$ cat config.mk
export PLATFORM = sky130hd
export DESIGN_NAME = stage_if
export DESIGN_NICKNAME = d
export VERILOG_FILES = /design/src/rtl/stage_if_pkg.sv /design/src/rtl/stage_if.sv
export SDC_FILE = /design/constraint.sdc
export NUM_CORES = 1
export LEC_CHECK = 0
export ABC_AREA = 1
export BUFFER_PORTS_ARGS = -buffer_cell sky130_fd_sc_hd__buf_2
export CAP_MARGIN = 40
export CORE_ASPECT_RATIO = 0.7
export CORE_UTILIZATION = 33
export CTS_CLUSTER_DIAMETER = 40
export DETAILED_ROUTE_END_ITERATION = 6
export GPL_TIMING_DRIVEN = 0
export PLACE_DENSITY = 0.54
export RECOVER_POWER = 50
export SYNTH_ARGS = -nofsm -noshare
export SYNTH_HDL_FRONTEND = slang
export SYNTH_SLANG_ARGS = --single-unit
$ cat constraint.sdc
create_clock -name clk -period 2.6 [get_ports clk]
set_input_delay 0.52 -clock clk [delete_from_list [all_inputs] [get_ports clk]]
set_output_delay 0.52 -clock clk [all_outputs]
set_load 0.1 [all_outputs]
$ cat src/rtl/stage_if_pkg.sv
// Shared widths, FSM encoding and output payload for the instruction-fetch stage.
package stage_if_pkg;

  localparam int unsigned ADDR_W     = 32;
  localparam int unsigned INST_W     = 32;
  localparam int unsigned BYTE_W     = 8;
  localparam int unsigned CNT_W      = 3;
  localparam int unsigned INST_BYTES = 4;

  // addi x0,x0,0
  localparam logic [INST_W-1:0] NOP_DEFAULT = 32'h0000_0013;

  typedef enum logic [0:0] {
    IF_FETCH = 1'b0,
    IF_HOLD  = 1'b1
  } if_state_e;

  // Instruction handed to decode
  typedef struct packed {
    logic [ADDR_W-1:0] pc;
    logic [INST_W-1:0] inst;
  } if_out_t;

endpackage

$ cat src/rtl/stage_if.sv
// Instruction fetch: assembles 32-bit words from four little-endian byte reads,
// presents them to decode, holds under stall and flushes on redirect.
module stage_if
  import stage_if_pkg::*;
#(
  parameter logic [ADDR_W-1:0] RESET_PC = 32'h0000_0000,
  parameter logic [INST_W-1:0] NOP_INST = NOP_DEFAULT
) (
  input  logic              clk,
  input  logic              rst_n,
  input  logic              stall_i,
  input  logic              jump_i,
  input  logic [ADDR_W-1:0] jump_addr_i,
  input  logic              mem_grant_i,
  output logic              mem_req_o,
  output logic [ADDR_W-1:0] mem_addr_o,
  input  logic [BYTE_W-1:0] mem_rdata_i,
  output logic              valid_o,
  output logic [ADDR_W-1:0] pc_o,
  output logic [INST_W-1:0] inst_o
);

  if_state_e         state_q, state_d;
  logic [ADDR_W-1:0] fetch_pc_q, fetch_pc_d;
  logic [CNT_W-1:0]  issue_cnt_q, issue_cnt_d;
  logic [CNT_W-1:0]  rx_cnt_q, rx_cnt_d;
  logic              pend_q, pend_d;
  logic [INST_W-1:0] buf_q, buf_d;
  logic              valid_q, valid_d;
  if_out_t           out_q, out_d;

  logic              out_free;
  logic              last_byte;
  logic [INST_W-1:0] word;
  logic [ADDR_W-1:0] next_pc;

  assign out_free  = !valid_q || !stall_i;
  assign last_byte = pend_q && (rx_cnt_q == CNT_W'(INST_BYTES - 1));
  assign word      = {mem_rdata_i, buf_q[INST_W-BYTE_W-1:0]};
  assign next_pc   = fetch_pc_q + ADDR_W'(INST_BYTES);

  assign valid_o = valid_q;
  assign pc_o    = out_q.pc;
  assign inst_o  = out_q.inst;

  // Next-state, byte assembly, output load and memory request
  always_comb begin
    state_d     = state_q;
    fetch_pc_d  = fetch_pc_q;
    issue_cnt_d = issue_cnt_q;
    rx_cnt_d    = rx_cnt_q;
    pend_d      = 1'b0;
    buf_d       = buf_q;
    valid_d     = valid_q;
    out_d       = out_q;
    mem_req_o   = 1'b0;
    mem_addr_o  = fetch_pc_q + ADDR_W'(issue_cnt_q);

    // Presented instruction taken by decode; may be overwritten below
    if (valid_q && !stall_i) begin
      valid_d    = 1'b0;
      out_d.inst = NOP_INST;
    end

    if (jump_i) begin
      // Redirect flushes everything; any byte still in flight is orphaned
      state_d     = IF_FETCH;
      fetch_pc_d  = jump_addr_i;
      issue_cnt_d = '0;
      rx_cnt_d    = '0;
      buf_d       = '0;
      valid_d     = 1'b0;
      out_d.inst  = NOP_INST;
    end else begin
      case (state_q)
        IF_FETCH: begin
          mem_req_o = (issue_cnt_q < CNT_W'(INST_BYTES));
          if (pend_q) begin
            buf_d[{rx_cnt_q[1:0], 3'b000} +: BYTE_W] = mem_rdata_i;
            rx_cnt_d = rx_cnt_q + CNT_W'(1);
          end
          if (last_byte) begin
            if (out_free) begin
              valid_d     = 1'b1;
              out_d.pc    = fetch_pc_q;
              out_d.inst  = word;
              fetch_pc_d  = next_pc;
              issue_cnt_d = '0;
              rx_cnt_d    = '0;
              // Overlap: byte 0 of the next word goes out this cycle
              mem_req_o   = 1'b1;
              mem_addr_o  = next_pc;
            end else begin
              state_d = IF_HOLD;
            end
          end
          if (mem_req_o && mem_grant_i) begin
            issue_cnt_d = issue_cnt_d + CNT_W'(1);
            pend_d      = 1'b1;
          end
        end
        IF_HOLD: begin
          if (out_free) begin
            valid_d     = 1'b1;
            out_d.pc    = fetch_pc_q;
            out_d.inst  = buf_q;
            fetch_pc_d  = next_pc;
            issue_cnt_d = '0;
            rx_cnt_d    = '0;
            state_d     = IF_FETCH;
          end
        end
        default: state_d = IF_FETCH;
      endcase
    end
  end

  // State and datapath registers
  always_ff @(posedge clk or negedge rst_n) begin
    if (!rst_n) begin
      state_q     <= IF_FETCH;
      fetch_pc_q  <= RESET_PC;
      issue_cnt_q <= '0;
      rx_cnt_q    <= '0;
      pend_q      <= 1'b0;
      buf_q       <= '0;
      valid_q     <= 1'b0;
      out_q       <= if_out_t'{pc: '0, inst: NOP_INST};
    end else begin
      state_q     <= state_d;
      fetch_pc_q  <= fetch_pc_d;
      issue_cnt_q <= issue_cnt_d;
      rx_cnt_q    <= rx_cnt_d;
      pend_q      <= pend_d;
      buf_q       <= buf_d;
      valid_q     <= valid_d;
      out_q       <= out_d;
    end
  end

endmodule
==> run summary, run 1 <==
Setup repair after global routing could not meet its margin everywhere. The count of endpoints failing hold in the final timing report was 0. The worst hold-check path type is input pin to flop. Among all stages on the critical path, the largest delay is contributed by sky130_fd_sc_hd__dfrtp_2.

Along the worst path, the maximum fanout reaches 6. The area growth from synthesis to layout is 46.39%. The count of placed standard cells including taps came out at 1455. The worst setup path is of the flop to primary output kind. The number of buffer and inverter instances along the worst setup path came out at 2.

TritonCTS built the clock tree. The total number of cells along the worst setup path came out at 8. The final instance count without filler cells is 1533. The checks that failed: max-capacitance violations, max-slew violations, negative setup slack. The level count of the clock H-tree came out at 4.

The global-route usage over all layers is 0.2552. The initial core utilization is 0.3373. The ratio of cells with drive above 1 in the final layout came out at 0.3374.

The share of the clock period used by the worst path after layout is 1.117. The max-slew violation count came out at 68. The die span in y is 129.4 um.

The initial detailed-routing violation count came out at 774. The DRC violation count after routing came out at 0. The count of distinct cell types in the synthesized netlist came out at 34. The remaining antenna violation count after routing came out at 0.

The first detailed-routing pass took 5 iterations. The worst hold path stage count is 3. In the layout the commonest cells are 218 x sky130_fd_sc_hd__nand2_1, 117 x sky130_fd_sc_hd__dfrtp_1, 112 x sky130_fd_sc_hd__inv_1, 91 x sky130_fd_sc_hd__buf_2, 79 x sky130_fd_sc_hd__o21ai_0. Setup violations remaining at the end of the flow were counted as 32. The number of antenna violations at the first check in global routing was 0. The commonest non-fill, non-tap cell in the layout is sky130_fd_sc_hd__nand2_1. The gate family responsible for the most delay along the worst path is adder cells. The worst reg2reg path depth came out at 8.

The per-cell routed wire length came out at 19.82 um. The number of warnings reported in the yosys synthesis log is 0. The setup TNS after final layout came out at -6.899 ns. The transition time of the tightest slew-check pin came out at 1.825 ns.

The final weighted congestion in routability-driven placement is 0.9275. Row generation in the floorplan step produced 46 rows. The worst pin sits at a relative slew slack of -0.2169. The core area is 22680 um^2.

The first-pass GRT wire length is 44530 um. The die covers 23800 um^2. The maximum number of pins on one net before global-route repair is 72.

The sequential area share after synthesis came out at 0.4487. The arrival time of the worst setup path came out at 2.38 ns. The vias per cell is 5.185. Max-cap violations in this run came to 1. The worst endpoint required time came out at 2.08 ns. The number of I/O pins came out at 143.

The wire length after detailed routing came out at 30380 um. On the worst path, the slowest cell contributes a delay of 0.44 ns. The signal on the critical path passes through ha_4, fa_2, nand3_4, nand2_8, buf_4, xor2_2, o21ai_4, buf_12. Clock latency on the worst-skew pair, taken at its later pin, is 0.43 ns.

For this block, the via count after detailed routing is 7949. The total CTS buffers came out at 17. The flow ran to the end, but the final reports show violations. The clock slew seen by the registers of the worst setup and hold paths came out at 0.06 ns.

The post-synthesis average cell area is 7.649 um^2. STA classifies the critical path startpoint as a flop. Based on the critical path, the design can be clocked at up to 0.3443 GHz. Counting flops and latches in the post-synthesis netlist gives 137. The placed cell area is 8935 um^2. Summing all non-filler instances in the final layout gives an area of 11200 um^2. The final layout contains 1265 nets. The worst ir drop on vdd came out at 474.0 uV. Summed over all cells, the static leakage comes to 0.005150 uW. STA classifies the critical path endpoint as a primary output. The synthesized instance count is 1000. The net count after synthesis is 1057.

The clock arrives with 0.01156 ns of skew. The clock drives 137 sinks. The clock tree buffer depth came out at 2. The power per standard cell area is 584.9 nW/um^2. The cell area after synthesis is 7649 um^2. The number of global-route vias before repair is 7320. The final worst-path setup slack came out at -0.3041 ns.

The worst path in the final design needs a cycle of 2.904 ns, including I/O delays and setup. The final-layout fill cell count came out at 2234. The die is 184.0 um wide.

The tree is rooted in a sky130_fd_sc_hd__clkbuf_16. The antenna diode instance count is 0. The number of hold buffers added after CTS was 0. Buffers placed on the I/O ports in this run total 141.

The HPWL after detailed placement is 21450 um. Summed over all layers, the global routing overflow is 0. The pre-CTS setup slack is -0.4161 ns.
-- sequential cells by signal (all words and copies together), names as in the netlist --
| signal | count |
|---|---|
| buf_q | 32 |
| state_q | 1 |
| pend_q | 1 |
| valid_o | 1 |
| rx_cnt_q | 3 |
| inst_o | 32 |
| issue_cnt_q | 3 |
| pc_o | 32 |
| fetch_pc_q | 32 |
-- logic make-up after synthesis --
logic type	Yosys count	synth area share
buffers and inverters	168	0.09030
XOR/XNOR	21	0.02405
AO/OA/AOI/OAI	197	0.1495
AND/OR/NAND/NOR	465	0.2668
adder cells (fa/ha/maj)	12	0.02061
flip-flops	137	0.4487
-- power breakdown --
part	switching, uW	total, uW	internal, uW
clock network	1040	2360	1320
registers	114	2350	2230
logic	1310	1840	530
total	2470	6550	4080
-- metrics by stage --
| stage | util | hold slack, ns | power (uW) |
|---|---|---|---|
| finish | 0.4938 | 0.2893 | 6549 |
| global route | 0.4938 | 0.3034 | 6753 |
| CTS | 0.4804 | 0.1227 | 6498 |
| detailed placement | 0.3940 | 0.4692 | 3829 |
| global placement | 0.3920 | 0.4656 | 3814 |
| floorplan | - | 0.2244 | 3466 |
-- what timing repair did --
item                       4_1_cts  5_1_grt
pin swaps                       44       36
resized for setup              285       73
buffers inserted                27       17
setup endpoints to repair       33       52
cloned                           5        0
-- Yosys cell counts --
master | instances | share of area
sky130_fd_sc_hd__a21oi_1 | 18 | 0.012
sky130_fd_sc_hd__a22oi_1 | 19 | 0.019
sky130_fd_sc_hd__a31oi_1 | 9 | 0.0074
sky130_fd_sc_hd__buf_1 | 2 | 0.00098
sky130_fd_sc_hd__buf_2 | 17 | 0.011
sky130_fd_sc_hd__buf_4 | 4 | 0.0039
sky130_fd_sc_hd__buf_6 | 3 | 0.0044
sky130_fd_sc_hd__clkbuf_1 | 11 | 0.0054
sky130_fd_sc_hd__clkinv_2 | 1 | 0.00065
sky130_fd_sc_hd__dfrtp_1 | 134 | 0.44
sky130_fd_sc_hd__dfstp_2 | 3 | 0.010
sky130_fd_sc_hd__fa_1 | 1 | 0.0026
sky130_fd_sc_hd__ha_1 | 11 | 0.018
sky130_fd_sc_hd__inv_1 | 125 | 0.061
sky130_fd_sc_hd__inv_2 | 5 | 0.0025
sky130_fd_sc_hd__nand2_1 | 257 | 0.13
sky130_fd_sc_hd__nand2_2 | 7 | 0.0057
sky130_fd_sc_hd__nand2_4 | 4 | 0.0059
sky130_fd_sc_hd__nand3_1 | 95 | 0.062
sky130_fd_sc_hd__nand4_1 | 6 | 0.0049
sky130_fd_sc_hd__nor2_1 | 55 | 0.027
sky130_fd_sc_hd__nor2_2 | 18 | 0.015
sky130_fd_sc_hd__nor2_4 | 6 | 0.0088
sky130_fd_sc_hd__nor3_1 | 15 | 0.0098
sky130_fd_sc_hd__nor4_1 | 2 | 0.0016
sky130_fd_sc_hd__o211ai_1 | 4 | 0.0039
sky130_fd_sc_hd__o21ai_0 | 97 | 0.063
sky130_fd_sc_hd__o21ai_1 | 7 | 0.0046
sky130_fd_sc_hd__o21ai_2 | 2 | 0.0023
sky130_fd_sc_hd__o221ai_1 | 2 | 0.0023
sky130_fd_sc_hd__o22ai_1 | 29 | 0.024
sky130_fd_sc_hd__o32ai_1 | 10 | 0.011
sky130_fd_sc_hd__xnor2_1 | 2 | 0.0023
sky130_fd_sc_hd__xor2_1 | 19 | 0.022
-- routing by layer --
layer  global-route usage  up-vias  share of wire
li1                     -     3720              -
met5                    0        -              0
met2               0.3347      318           0.39
met4              0.06127        0          0.016
met1               0.4042     3880           0.52
met3              0.06661       31          0.074
-- final cells by class --
cell class	instances	area, um^2	share of cell area
Clock buffer	18	429.2	0.03833
Inverter	131	521.8	0.04660
Multi-Input combinational cell	695	4357	0.3891
Timing Repair Buffer	189	1638	0.1463
Clock inverter	14	123.9	0.01106
Buffer	37	281.5	0.02514
Sequential cell	137	3456	0.3086
Tap cell	312	390.4	0.03486
-- path summary, 6_finish.rpt --
| path | to | slack (ns) | start |
|---|---|---|---|
| worst max register to register | buf_q[24]$_DFFE_PN0P_ | 0.26 | rx_cnt_q[0]$_DFFE_PN0P_ |
| min in group asynchronous | pc_o[14]$_DFFE_PN0P_ | 0.57 | rst_n |
| worst min register to register | pc_o[14]$_DFFE_PN0P_ | 0.48 | pc_o[14]$_DFFE_PN0P_ |
| worst max-delay path | mem_addr_o[4] | -0.30 | fetch_pc_q[0]$_DFFE_PN0P_ |
| max in group asynchronous | fetch_pc_q[3]$_DFFE_PN0P_ | 0.58 | rst_n |
| worst min-delay path | fetch_pc_q[0]$_DFFE_PN0P_ | 0.29 | jump_addr_i[0] |
-- worst reg2reg max path, stage by stage (launching register included) --
cell	delay (ns)
sky130_fd_sc_hd__dfrtp_1	0.39
sky130_fd_sc_hd__buf_4	0.15
sky130_fd_sc_hd__clkbuf_2	0.22
sky130_fd_sc_hd__inv_1	0.15
sky130_fd_sc_hd__ha_1	0.25
sky130_fd_sc_hd__clkbuf_1	0.29
sky130_fd_sc_hd__nor4_2	0.51
sky130_fd_sc_hd__nand3_1	0.17
sky130_fd_sc_hd__o21ai_0	0.13
No activity file was read; power rests on OpenSTA's default activity.
==> inputs of run 2 (changes only) <==
CORE_MARGIN = 2   (was default)
==> run 2 against run 1 <==
- the run ends with negative setup slack left
- flip-flop and latch count unchanged
- worst setup slack better by 0.042 ns
- hold slack better by 0.0020 ns
- via count up 0.13%
- non-clock buffer count up 4
- clock skew up 0.0027 ns
- count of clock-buffer cells in the layout down 1
- critical path type unchanged
==> run summary, run 2 (synthesis gave the netlist of run 1 again) <==
The library cell used most frequently in the layout, excluding fill and tap cells, is sky130_fd_sc_hd__nand2_1. The initial detailed-routing violation count came out at 729 (-5.8%). The per-cell routed wire length came out at 19.62 um (-0.99%). The switching power share of the total is 0.3632 (-0.01323). The cell leakage power came to 0.005354 uW (+4.0%). The global-route usage over all layers came out at 0.2445 (-0.01074). In this run the clock root is driven by a sky130_fd_sc_hd__clkbuf_16. The count of clock tree sinks came out at 137 (unchanged). The maximum number of pins on one net before global-route repair came out at 89 (+24%). The longest individual stage delay on the worst path is 0.36 ns (-0.08 ns). The run finished, with violations left. In this run the most critical hold path is launched from jump_addr_i[0]. The gate family responsible for the most delay along the worst path is buffers and inverters.

The transition time of the tightest slew-check pin came out at 1.395 ns (-0.4309 ns). The checks that failed: negative setup slack. The number of I/O pins came out at 143 (unchanged).

The source-to-sink clock delay at the later pin of the worst-skew pair is 0.43 ns (about the same). The clock slew seen by the registers of the worst setup and hold paths came out at 0.06 ns (about the same). The level count of the clock H-tree is 4 (unchanged). The number of optimization iterations in the first detailed-route pass came out at 5 (unchanged).

The horizontal die dimension is 186.0 um (+1.1%). The endpoint identified for the worst register-to-register timing path is pc_o[28]$_DFFE_PN0P_. The number of input and output port buffers inserted came out at 141 (unchanged).

The switching component of the power is 2450 uW (-0.61%). The antenna diode instance count is 0 (unchanged). The placed cell area is 8924 um^2 (-0.13%). The max-slew violation count is 0 (-100%). The number of setup violations in the final report came to 32 (unchanged). The core area is 22680 um^2 (unchanged). The worst hold-check path type is input pin to flop. The final design instance area without fill came out at 11440 um^2 (+2.2%). The HPWL after detailed placement is 21140 um (-1.4%). The clock share of power was 0.374 (+0.014). The internal portion of total power is 4296 uW (+5.2%). The headroom to the max-slew limit came out at 0.07033 (+0.2873). The area growth from synthesis to layout is 49.62%. The DRC violation count after routing is 0 (unchanged). The remaining antenna violation count after routing came out at 0 (unchanged).

The worst endpoint required time is 2.08 ns (about the same). TritonCTS built the clock tree. The ratio of cells with drive above 1 in the final layout came out at 0.3649 (+0.02747).

The worst setup skew after layout came to 0.01428 ns (+0.002713 ns). The share of the clock period used by the worst path after layout came out at 1.101 (-0.01622). The final layout net count came to 1269 (+0.32%).

The setup TNS after final layout came out at -6.326 ns (+0.5725 ns). Walking the worst path, the cells encountered are ha_2, ha_4, nand2_4, inv_4, nand2_4, nor2_4, inv_4, clkbuf_16, o22ai_4, clkinvlp_4, buf_12. The final weighted congestion in routability-driven placement is 0.9496 (+2.4%). The tightest hold margin came out at 0.2913 ns (+0.002018 ns). The portion of total power attributed to combinational logic was 0.278 (-0.003). The top achievable clock speed came out at 0.3494 GHz (+1.5%). The total grt overflow came out at 0 (unchanged). The arrival time of the worst setup path came to 2.34 ns (-0.04 ns). The worst register-to-register path begins at rx_cnt_q[1]$_DFFE_PN0P_. The vias per cell came to 5.178 (-0.13%).

The final worst-path setup slack is -0.2620 ns (+0.04217 ns). For this design, the slowest cell found on the critical path is sky130_fd_sc_hd__dfrtp_1. The share of power burned in registers was 0.348 (-0.011). The number of buffer and inverter instances along the worst setup path came out at 5 (+3). The initial core utilization was 0.3373 (unchanged).

The worst reg2reg path depth came out at 10 (+2). The clock tree buffer depth was 2 (unchanged). The number of placement rows is 46 (unchanged). The startpoint class of the critical path is a flop.

The total CTS buffers is 17 (unchanged). The post-route core utilization is 0.5046 (+0.01087). The wire length after detailed routing is 30160 um (-0.73%). Setup repair after global routing could not meet its margin everywhere. The time the final worst path needs with I/O delays and setup was 2.862 ns (-0.04217 ns).

The power per standard cell area came to 589.5 nW/um^2 (+0.79%). The die span in y came out at 131.4 um (+1.5%). Leaving out fill and tap cells, the most frequent cells in the layout are 213 x sky130_fd_sc_hd__nand2_1, 122 x sky130_fd_sc_hd__dfrtp_1, 118 x sky130_fd_sc_hd__buf_2, 112 x sky130_fd_sc_hd__inv_1, 80 x sky130_fd_sc_hd__o21ai_0. The reg2reg setup slack is 0.37 ns (+0.11 ns). The worst hold path stage count came out at 3 (unchanged). The count of endpoints failing hold in the final timing report is 0 (unchanged). The kind of critical path is flop to primary output.

The maximum fanout encountered on the critical timing path is 6 (unchanged). The number of global-route vias before repair came out at 7482 (+2.2%). The number of max-cap violations is 0 (-1). The area enclosed by the die boundary was 24430 um^2 (+2.6%).

The number of antenna violations at the first check in global routing is 0 (unchanged). The via count is 7959 (+0.13%). The capture endpoint of the worst hold path is fetch_pc_q[0]$_DFFE_PN0P_. The first-pass GRT wire length is 44640 um (+0.25%).

The worst ir drop on vdd came out at 447.1 uV (-5.7%). STA classifies the critical path endpoint as a primary output.
run 2: cell types whose count changed in the layout (fill, tap and decap cells not counted), sizes merged:
cell      before  now
clkinvlp       4    7
clkinv        12    7
bufinv         1    3
bufbuf         0    1
buf          184  215
clkbuf        60   31
inv          128  129
run 2: timing repair:
item / 4_1_cts / 5_1_grt
gates resized for setup: 292 / 76
buffers inserted: 30 / 17
pin swaps: 43 / 36
endpoints found under the setup margin: 33 / 52
cloned: 6 / 0
hold buffers: 0 / 0
run 2: per-layer routing:
| metal | part of all wire | global-route usage |
|---|---|---|
| met1 | 0.48 | 0.3873 |
| met2 | 0.41 | 0.3230 |
| met3 | 0.089 | 0.05793 |
| met4 | 0.019 | 0.06912 |
| met5 | 0 | 0 |
run 2: how the worst max path moves through the flow:
stage | start | end | depth (start not counted)
global route | rx_cnt_q[1]$_DFFE_PN0P_ | mem_addr_o[3] | 11
floorplan | jump_i | mem_addr_o[10] | 7
finish | rx_cnt_q[1]$_DFFE_PN0P_ | mem_addr_o[3] | 11
CTS | fetch_pc_q[0]$_DFFE_PN0P_ | mem_addr_o[30] | 11
detailed placement | fetch_pc_q[0]$_DFFE_PN0P_ | mem_addr_o[30] | 11
global placement | rst_n | valid_o$_DFF_PN0_ | 1
run 2: area by class of cell:
class                      count  area, um^2
buffer                        36       284.0
clock buffer                  17       425.4
clock inverter                15       175.2
fill                        2198       11230
inverter                     131       511.7
multi-input combinational    695        4415
sequential                   137        3450
tap                          312       390.4
timing repair buffer         194        1792
run 2: per-stage QoR:
step / cells / power [uW] / setup WS [ns]
after global routing: 1537 / 6963 / -0.3226
after global placement: 1453 / 3814 / -1.601
after floorplan: 1000 / 3466 / -0.1363
after CTS: 1521 / 6687 / -0.2796
final: 1537 / 6746 / -0.2620
after detailed placement: 1454 / 3826 / -0.4018
run 2: worst register-to-register path: cells and delay by family (launching register included):
| kind | cells | cell delay, ns |
|---|---|---|
| buf+inv | 3 | 0.58 |
| fa+ha+maj | 2 | 0.36 |
| compound gates | 1 | 0.17 |
| simple gates | 4 | 0.59 |
| flops | 1 | 0.39 |
run 2: power groups by stage:
| stage | combinational, uW | sequential (uW) | clock [uW] |
|---|---|---|---|
| after CTS | 1790 | 2340 | 2550 |
| after global placement | 1450 | 2370 | 0 |
| after detailed placement | 1460 | 2370 | 0 |
| after global routing | 1970 | 2360 | 2640 |
| after floorplan | 854 | 2610 | 0 |
| final | 1880 | 2350 | 2520 |
